File: src/rtl/vpu_ifetch_if.sv
// Fetch-side bus bundle: program-memory read port plus the IR issue handshake.
interface vpu_ifetch_if #(
   parameter int ADDR_W = 8
);
   logic              imem_en;
   logic [ADDR_W-1:0] imem_addr;
   logic [31:0]       imem_rdata;
   logic [31:0]       ir;
   logic              ir_valid;
   logic              ir_ready;

   modport master (
      output imem_en, imem_addr, ir, ir_valid,
      input  imem_rdata, ir_ready
   );

   modport slave (
      input  imem_en, imem_addr, ir, ir_valid,
      output imem_rdata, ir_ready
   );
endinterface

File: src/rtl/vpu_ifetch.sv
// Instruction fetch/issue front end: reads program memory into a small FIFO and issues IR words
// until a HALT opcode returns.
//
// state   | meaning
// S_IDLE  | waiting for start, no reads
// S_FETCH | issuing reads while FIFO credit allows
// S_DRAIN | HALT seen, waiting for FIFO to empty
// S_DONE  | one-cycle done pulse, then back to idle
module vpu_ifetch #(
   parameter int       ADDR_W     = 8,
   parameter int       FIFO_DEPTH = 4,
   parameter logic [4:0] HALT_OP  = 5'b11111
) (
   input  logic              clk,
   input  logic              rst_n,
   input  logic              start_i,
   input  logic [ADDR_W-1:0] start_pc_i,
   input  logic              abort_i,
   vpu_ifetch_if.master      bus,
   output logic              busy_o,
   output logic              done_o,
   output logic [ADDR_W-1:0] pc_o,
   output logic [15:0]       instr_count_o
);

   localparam int PTR_W = $clog2(FIFO_DEPTH);
   localparam int CNT_W = PTR_W + 1;
   localparam int SUM_W = CNT_W + 1;

   typedef enum logic [1:0] {
      S_IDLE  = 2'd0,
      S_FETCH = 2'd1,
      S_DRAIN = 2'd2,
      S_DONE  = 2'd3
   } state_e;

   state_e            state_q, state_d;
   logic [31:0]       fifo_q [FIFO_DEPTH];
   logic [PTR_W-1:0]  rd_ptr_q, rd_ptr_d;
   logic [PTR_W-1:0]  wr_ptr_q, wr_ptr_d;
   logic [CNT_W-1:0]  count_q, count_d;
   logic              inflight_q, inflight_d;
   logic [ADDR_W-1:0] pc_q, pc_d;
   logic [15:0]       icnt_q, icnt_d;

   logic fifo_empty, fifo_full, credit_ok;
   logic start_ok, issue, halt_ret, push, pop;

   assign fifo_empty = (count_q == '0);
   assign fifo_full  = (count_q == CNT_W'(FIFO_DEPTH));
   // Credit uses this cycle's occupancy; a pop in the same cycle does not free a slot yet.
   assign credit_ok  = ({1'b0, count_q} + SUM_W'(inflight_q)) < SUM_W'(FIFO_DEPTH);
   assign start_ok   = (state_q == S_IDLE) && start_i && !abort_i;
   assign issue      = (state_q == S_FETCH) && credit_ok;
   assign halt_ret   = inflight_q && (bus.imem_rdata[31:27] == HALT_OP);
   assign push       = inflight_q && !halt_ret && !abort_i;
   assign pop        = !fifo_empty && bus.ir_ready;

   always_ff @(posedge clk or negedge rst_n) begin
      if (!rst_n) begin
         state_q    <= S_IDLE;
         rd_ptr_q   <= '0;
         wr_ptr_q   <= '0;
         count_q    <= '0;
         inflight_q <= 1'b0;
         pc_q       <= '0;
         icnt_q     <= '0;
      end else begin
         state_q    <= state_d;
         rd_ptr_q   <= rd_ptr_d;
         wr_ptr_q   <= wr_ptr_d;
         count_q    <= count_d;
         inflight_q <= inflight_d;
         pc_q       <= pc_d;
         icnt_q     <= icnt_d;
      end
   end

   // Storage needs no reset: ir is masked whenever the FIFO is empty.
   always_ff @(posedge clk) begin
      if (push) fifo_q[wr_ptr_q] <= bus.imem_rdata;
   end

   always_comb begin
      state_d = state_q;
      if (abort_i) begin
         state_d = S_IDLE;
      end else begin
         case (state_q)
            S_IDLE:  if (start_i) state_d = S_FETCH;
            S_FETCH: if (halt_ret) state_d = S_DRAIN;
            S_DRAIN: if (fifo_empty && !inflight_q) state_d = S_DONE;
            S_DONE:  state_d = S_IDLE;
            default: state_d = S_IDLE;
         endcase
      end
   end

   always_comb begin
      rd_ptr_d   = rd_ptr_q;
      wr_ptr_d   = wr_ptr_q;
      count_d    = count_q;
      inflight_d = inflight_q;
      pc_d       = pc_q;
      icnt_d     = icnt_q;
      if (pop && (icnt_q != 16'hFFFF)) icnt_d = icnt_q + 16'd1;
      if (abort_i || start_ok) begin
         rd_ptr_d   = '0;
         wr_ptr_d   = '0;
         count_d    = '0;
         inflight_d = 1'b0;
         if (start_ok) begin
            pc_d   = start_pc_i;
            icnt_d = '0;
         end
      end else begin
         if (push) wr_ptr_d = wr_ptr_q + PTR_W'(1);
         if (pop)  rd_ptr_d = rd_ptr_q + PTR_W'(1);
         case ({push, pop})
            2'b10:   count_d = count_q + CNT_W'(1);
            2'b01:   count_d = count_q - CNT_W'(1);
            default: count_d = count_q;
         endcase
         // A read launched alongside a returning HALT is dropped by never marking it in flight.
         inflight_d = issue && !halt_ret;
         if (issue) pc_d = pc_q + ADDR_W'(1);
      end
   end

   assign bus.imem_en   = issue;
   assign bus.imem_addr = pc_q;
   assign bus.ir_valid  = !fifo_empty;
   assign bus.ir        = fifo_empty ? 32'd0 : fifo_q[rd_ptr_q];
   assign busy_o        = (state_q != S_IDLE);
   assign done_o        = (state_q == S_DONE);
   assign pc_o          = pc_q;
   assign instr_count_o = icnt_q;

   a_no_overflow: assert property (@(posedge clk) disable iff (!rst_n)
      !(push && fifo_full && !pop));
   a_count_range: assert property (@(posedge clk) disable iff (!rst_n)
      count_q <= CNT_W'(FIFO_DEPTH));

endmodule

File: src/flat_wrapper.sv
// flat-port wrapper written by rule: the top's interface ports become plain ports
module vpu_ifetch_flat 
#(
   parameter int       ADDR_W     = 8,
   parameter int       FIFO_DEPTH = 4,
   parameter logic [4:0] HALT_OP  = 5'b11111
)
  (clk, rst_n, start_i, start_pc_i, abort_i, busy_o, done_o, pc_o, instr_count_o, bus_imem_en, bus_imem_addr, bus_ir, bus_ir_valid, bus_imem_rdata, bus_ir_ready);
  vpu_ifetch_if #(.ADDR_W(ADDR_W)) bus_i ();
  input  logic clk;
  input  logic rst_n;
  input  logic start_i;
  input  logic [ADDR_W-1:0] start_pc_i;
  input  logic abort_i;
  output logic busy_o;
  output logic done_o;
  output logic [ADDR_W-1:0] pc_o;
  output logic [15:0] instr_count_o;
  output wire logic [$bits(bus_i.imem_en)-1:0] bus_imem_en;
  output wire logic [$bits(bus_i.imem_addr)-1:0] bus_imem_addr;
  output wire logic [$bits(bus_i.ir)-1:0] bus_ir;
  output wire logic [$bits(bus_i.ir_valid)-1:0] bus_ir_valid;
  input wire logic [$bits(bus_i.imem_rdata)-1:0] bus_imem_rdata;
  input wire logic [$bits(bus_i.ir_ready)-1:0] bus_ir_ready;
  assign bus_imem_en = bus_i.imem_en;
  assign bus_imem_addr = bus_i.imem_addr;
  assign bus_ir = bus_i.ir;
  assign bus_ir_valid = bus_i.ir_valid;
  assign bus_i.imem_rdata = bus_imem_rdata;
  assign bus_i.ir_ready = bus_ir_ready;
  vpu_ifetch #(.ADDR_W(ADDR_W), .FIFO_DEPTH(FIFO_DEPTH), .HALT_OP(HALT_OP)) u_core (.clk(clk), .rst_n(rst_n), .start_i(start_i), .start_pc_i(start_pc_i), .abort_i(abort_i), .bus(bus_i), .busy_o(busy_o), .done_o(done_o), .pc_o(pc_o), .instr_count_o(instr_count_o));
endmodule
File: config.mk
export PLATFORM = sky130hd
export DESIGN_NAME = vpu_ifetch_flat
export DESIGN_NICKNAME = d
export VERILOG_FILES = /design/src/rtl/vpu_ifetch_if.sv /design/src/rtl/vpu_ifetch.sv /design/src/flat_wrapper.sv
export SDC_FILE = /design/constraint.sdc
export NUM_CORES = 1
export LEC_CHECK = 0
export CAP_MARGIN = 0
export CELL_PAD_IN_SITES_DETAIL_PLACEMENT = 0
export CELL_PAD_IN_SITES_GLOBAL_PLACEMENT = 1
export CORE_MARGIN = 2
export CORE_UTILIZATION = 43
export CTS_BUF_LIST = sky130_fd_sc_hd__clkbuf_4 sky130_fd_sc_hd__clkbuf_8
export CTS_CLUSTER_DIAMETER = 200
export DETAILED_ROUTE_END_ITERATION = 10
export MAX_ROUTING_LAYER = met4
export PLACE_DENSITY = 0.82
export RECOVER_POWER = 100
export SYNTH_ARGS = -nofsm -noshare
export SYNTH_HDL_FRONTEND = slang
export SYNTH_SLANG_ARGS = --single-unit
File: constraint.sdc
create_clock -name clk -period 5.6 [get_ports clk]
set_clock_uncertainty 0.2 [all_clocks]
set_input_delay 0.56 -clock clk [delete_from_list [all_inputs] [get_ports clk]]
set_output_delay 0.56 -clock clk [all_outputs]
set_load 0.03 [all_outputs]
==> metrics <==
GPL Wtd Cong between 0.8 and 0.9; vias per cell between 5 and 6; Min Clock Period, post-route between 4000 and 5000 ps; FF-to-FF Start u_core.inflight_q$_DFF_PN0_; syn avg cell area 15.5 sq um; Area Growth Syn to Fin 23.3%; fmax roughly 250 MHz; slowest library cell on the worst path and2_0; hold buffers post-CTS 0; Stages on worst setup path 4; Worst-Margin Slew ~2400 ps; post-synthesis sequential area ratio 66.5%; post-cts sizing count 0; vias in the first global route 4,355; critical path endpoint category register; Die Width ~130 um; CTS tree built; Cells after Synth 454; status finished, violations left; Max Buffers Root-to-Sink 2; Reg2Reg Depth 3; failing checks capacitance limit, slew limit; Post-synth EDFFs 128; syn_nets 510; cts bufs inserted 17; Die Area 0.0174 sq mm; fin cells 790; IO Pins between 100 and 150; post-route cell area a little under 0.009 sq mm; Pre-antenna DRT Iters 5; GRT overflow 0; Yosys reg bits 162; headroom to the max-slew limit -62.5%; number of fill cells 1,285; die height 132 um; power per cell area 330 mW/mm^2; worst-path cell chain dlygate4sd3_1 -> and4_1 -> a21oi_1 -> and2_0; layout cells sized above 1 12.2%; distinct cell type count after synthesis 50; first-pass GRT wire length 23.0 mm; CP peak stage delay around 1900 ps; Critical Path RT 5400 ps; DR vias approximately 4,300; period utilization about 70%; Worst Hold Depth 1; Hold EP u_core.bus.imem_addr[7]$_DFFE_PN0P_; YS warnings 0; WP buf/inv 1; Routed WL 14.3 mm; DR DRC count 0; final hold viol count 0; leak pwr 3.09 nW; row count 46; RSZ-0062 raised after global routing no; min-delay src u_core.bus.imem_addr[7]$_DFFE_PN0P_; root buffer cell clkbuf_8; Worst VDD drop 0.277 mV; Main synth FF type edfxtp_1; H-tree depth 4; Max Cap Viol 7; Netlist Area Pre-Place 0.00706 sq mm; GRT Resource Usage Total 17.5%; Worst-Skew Late Latency 440 ps; Fin Setup TNS 0 ps; crit-path max FO 32; port bufs 112; placed instance area 0.00835 sq mm; drt first-iter violations 247; CP arrival around 3800 ps; WL per Instance 18.0 um; nets@finish just over 600; post-CTS setup buffers 0; core area 0.0159 sq mm; largest net degree at the start of global routing 35; dpl hpwl 9.20 mm; Hold Path Class register to register; final setup violating endpoints 0; Post-synth ARST share 21.0%; Final Max Slew Viols about 200; clk sinks 162; ANT nets after route 0; flop2flop setup slack approximately 2100 ps; antenna violations before repair 1; family with the most delay on the worst path simple AND/OR/NAND/NOR gates; Initial Util 44.3%; Placed Cells 758; kind of critical path primary input to register; Worst Setup Start Kind primary input; clock-pin slew on the worst setup and hold paths 80 ps; reg-to-reg endpoint u_core.fifo_q[0][0]$_DFFE_PP_
-- cells in the final DEF, fill, tap and decap left out, drive strengths merged, types with 4 or more instances in the layout --
cell type / count
nand4: 6
and3: 5
nand3: 18
clkdlybuf4s50: 11
ha: 10
clkinv: 5
a21oi: 18
o21ai: 7
or3: 4
inv: 12
dfrtp: 34
nor2b: 32
a31oi: 4
clkbuf: 21
nand2b: 5
nor3: 6
mux2i: 8
mux4: 32
edfxtp: 128
or4: 4
and2: 6
and4: 5
o41ai: 4
nand2: 26
dlygate4sd3: 101
nor2: 16
o31ai: 5
-- stage by stage --
step                      util, %  setup slack, ps  total power [mW]  hold WS [ps]
after floorplan                 -             3010              1.87          64.4
after global placement       52.4             2270              2.11           342
after detailed placement     52.4             2250              2.12           354
after CTS                    54.8             1850              2.94           331
after global routing         54.6             1260              3.00           386
final                        54.6             1560              2.87           371
-- state kept, by name, indices dropped and copies added, names as in the netlist --
register and flops:
u_core.inflight_q 1, u_core.wr_ptr_q 2, u_core.state_q 2, u_core.fifo_q 128
u_core.bus.imem_addr 8, u_core.instr_count_o 16, u_core.rd_ptr_q 2, u_core.count_q 3
-- cell usage after synthesis, types with 2 or more instances --
library cell    n  area [sq um]
buf_4           8          60.1
and2_1          6          37.5
nand4_1         6          37.5
a41oi_1         3          26.3
o22a_1          2          17.5
mux2i_1         8          80.1
a31oi_1         4          25.0
nand2_1        26          97.6
buf_2           5          25.0
and4_1          5          43.8
edfxtp_1      128          3840
nor3_1          6          30.0
a21oi_1        18          90.1
mux4_2         32           721
inv_1          10          37.5
o31ai_1         4          30.0
o41ai_1         4          35.0
dfrtp_1        34           851
and3_1          5          31.3
o21ai_0         7          35.0
or3_1           4          25.0
ha_1           10           125
nor2_1         16          60.1
clkbuf_1       15          56.3
xnor2_1         3          26.3
nand2b_1        5          31.3
or4_1           4          30.0
a41o_1          3          30.0
o211ai_1        2          15.0
nand3_1        18          90.1
a311oi_1        3          26.3
nor2b_1        32           200
-- cell type report --
| type | count | area, sq um | share of cell area (%) |
|---|---|---|---|
| antenna | 1 | 2.50 | 0.0288 |
| clock buffer | 19 | 249 | 2.86 |
| clock inverter | 12 | 135 | 1.55 |
| inverter | 10 | 37.5 | 0.431 |
| multi-input combinational | 254 | 2170 | 24.9 |
| sequential | 162 | 4700 | 54.0 |
| tap | 216 | 270 | 3.11 |
| timing repair buffer | 116 | 1140 | 13.1 |
-- layer usage --
layer,track usage (%),part of all wire (%),up-vias
li1,-,-,1988
met1,23.1,46,2181
met2,27.4,48,131
met3,4.04,4.8,13
met4,4.95,1.1,0
met5,-,0,-
-- power breakdown --
group | internal [mW] | switching (mW)
Clock | 0.405 | 0.413
Combinational | 0.243 | 0.386
Sequential | 1.36 | 0.0703
-- worst max path at each step --
stage | from | endpoint
global placement | bus_imem_rdata[31] | u_core.fifo_q[0][6]$_DFFE_PP_
floorplan | bus_imem_rdata[31] | u_core.fifo_q[0][0]$_DFFE_PP_
finish | bus_imem_rdata[30] | u_core.fifo_q[0][0]$_DFFE_PP_
global route | bus_imem_rdata[31] | u_core.fifo_q[0][0]$_DFFE_PP_
detailed placement | bus_imem_rdata[31] | u_core.fifo_q[0][8]$_DFFE_PP_
CTS | u_core.rd_ptr_q[0]$_DFFE_PN0P_ | bus_ir[14]
-- cells by family (layout without fill, tap and decap cells) --
| family | Yosys count | after routing | share of synthesized area, % |
|---|---|---|---|
| buffers and inverters | 38 | 157 | 2.54 |
| muxes | 41 | 41 | 11.5 |
| adders and majority gates | 11 | 11 | 2.06 |
| xor gates and xnor gates | 4 | 4 | 0.497 |
| AOI/OAI and AO/OA | 60 | 60 | 5.99 |
| DFF | 162 | 162 | 66.5 |
| other | 0 | 1 | 0 |
| and+or+nand+nor | 138 | 138 | 10.9 |
No activity file was read; power rests on OpenSTA's default activity.
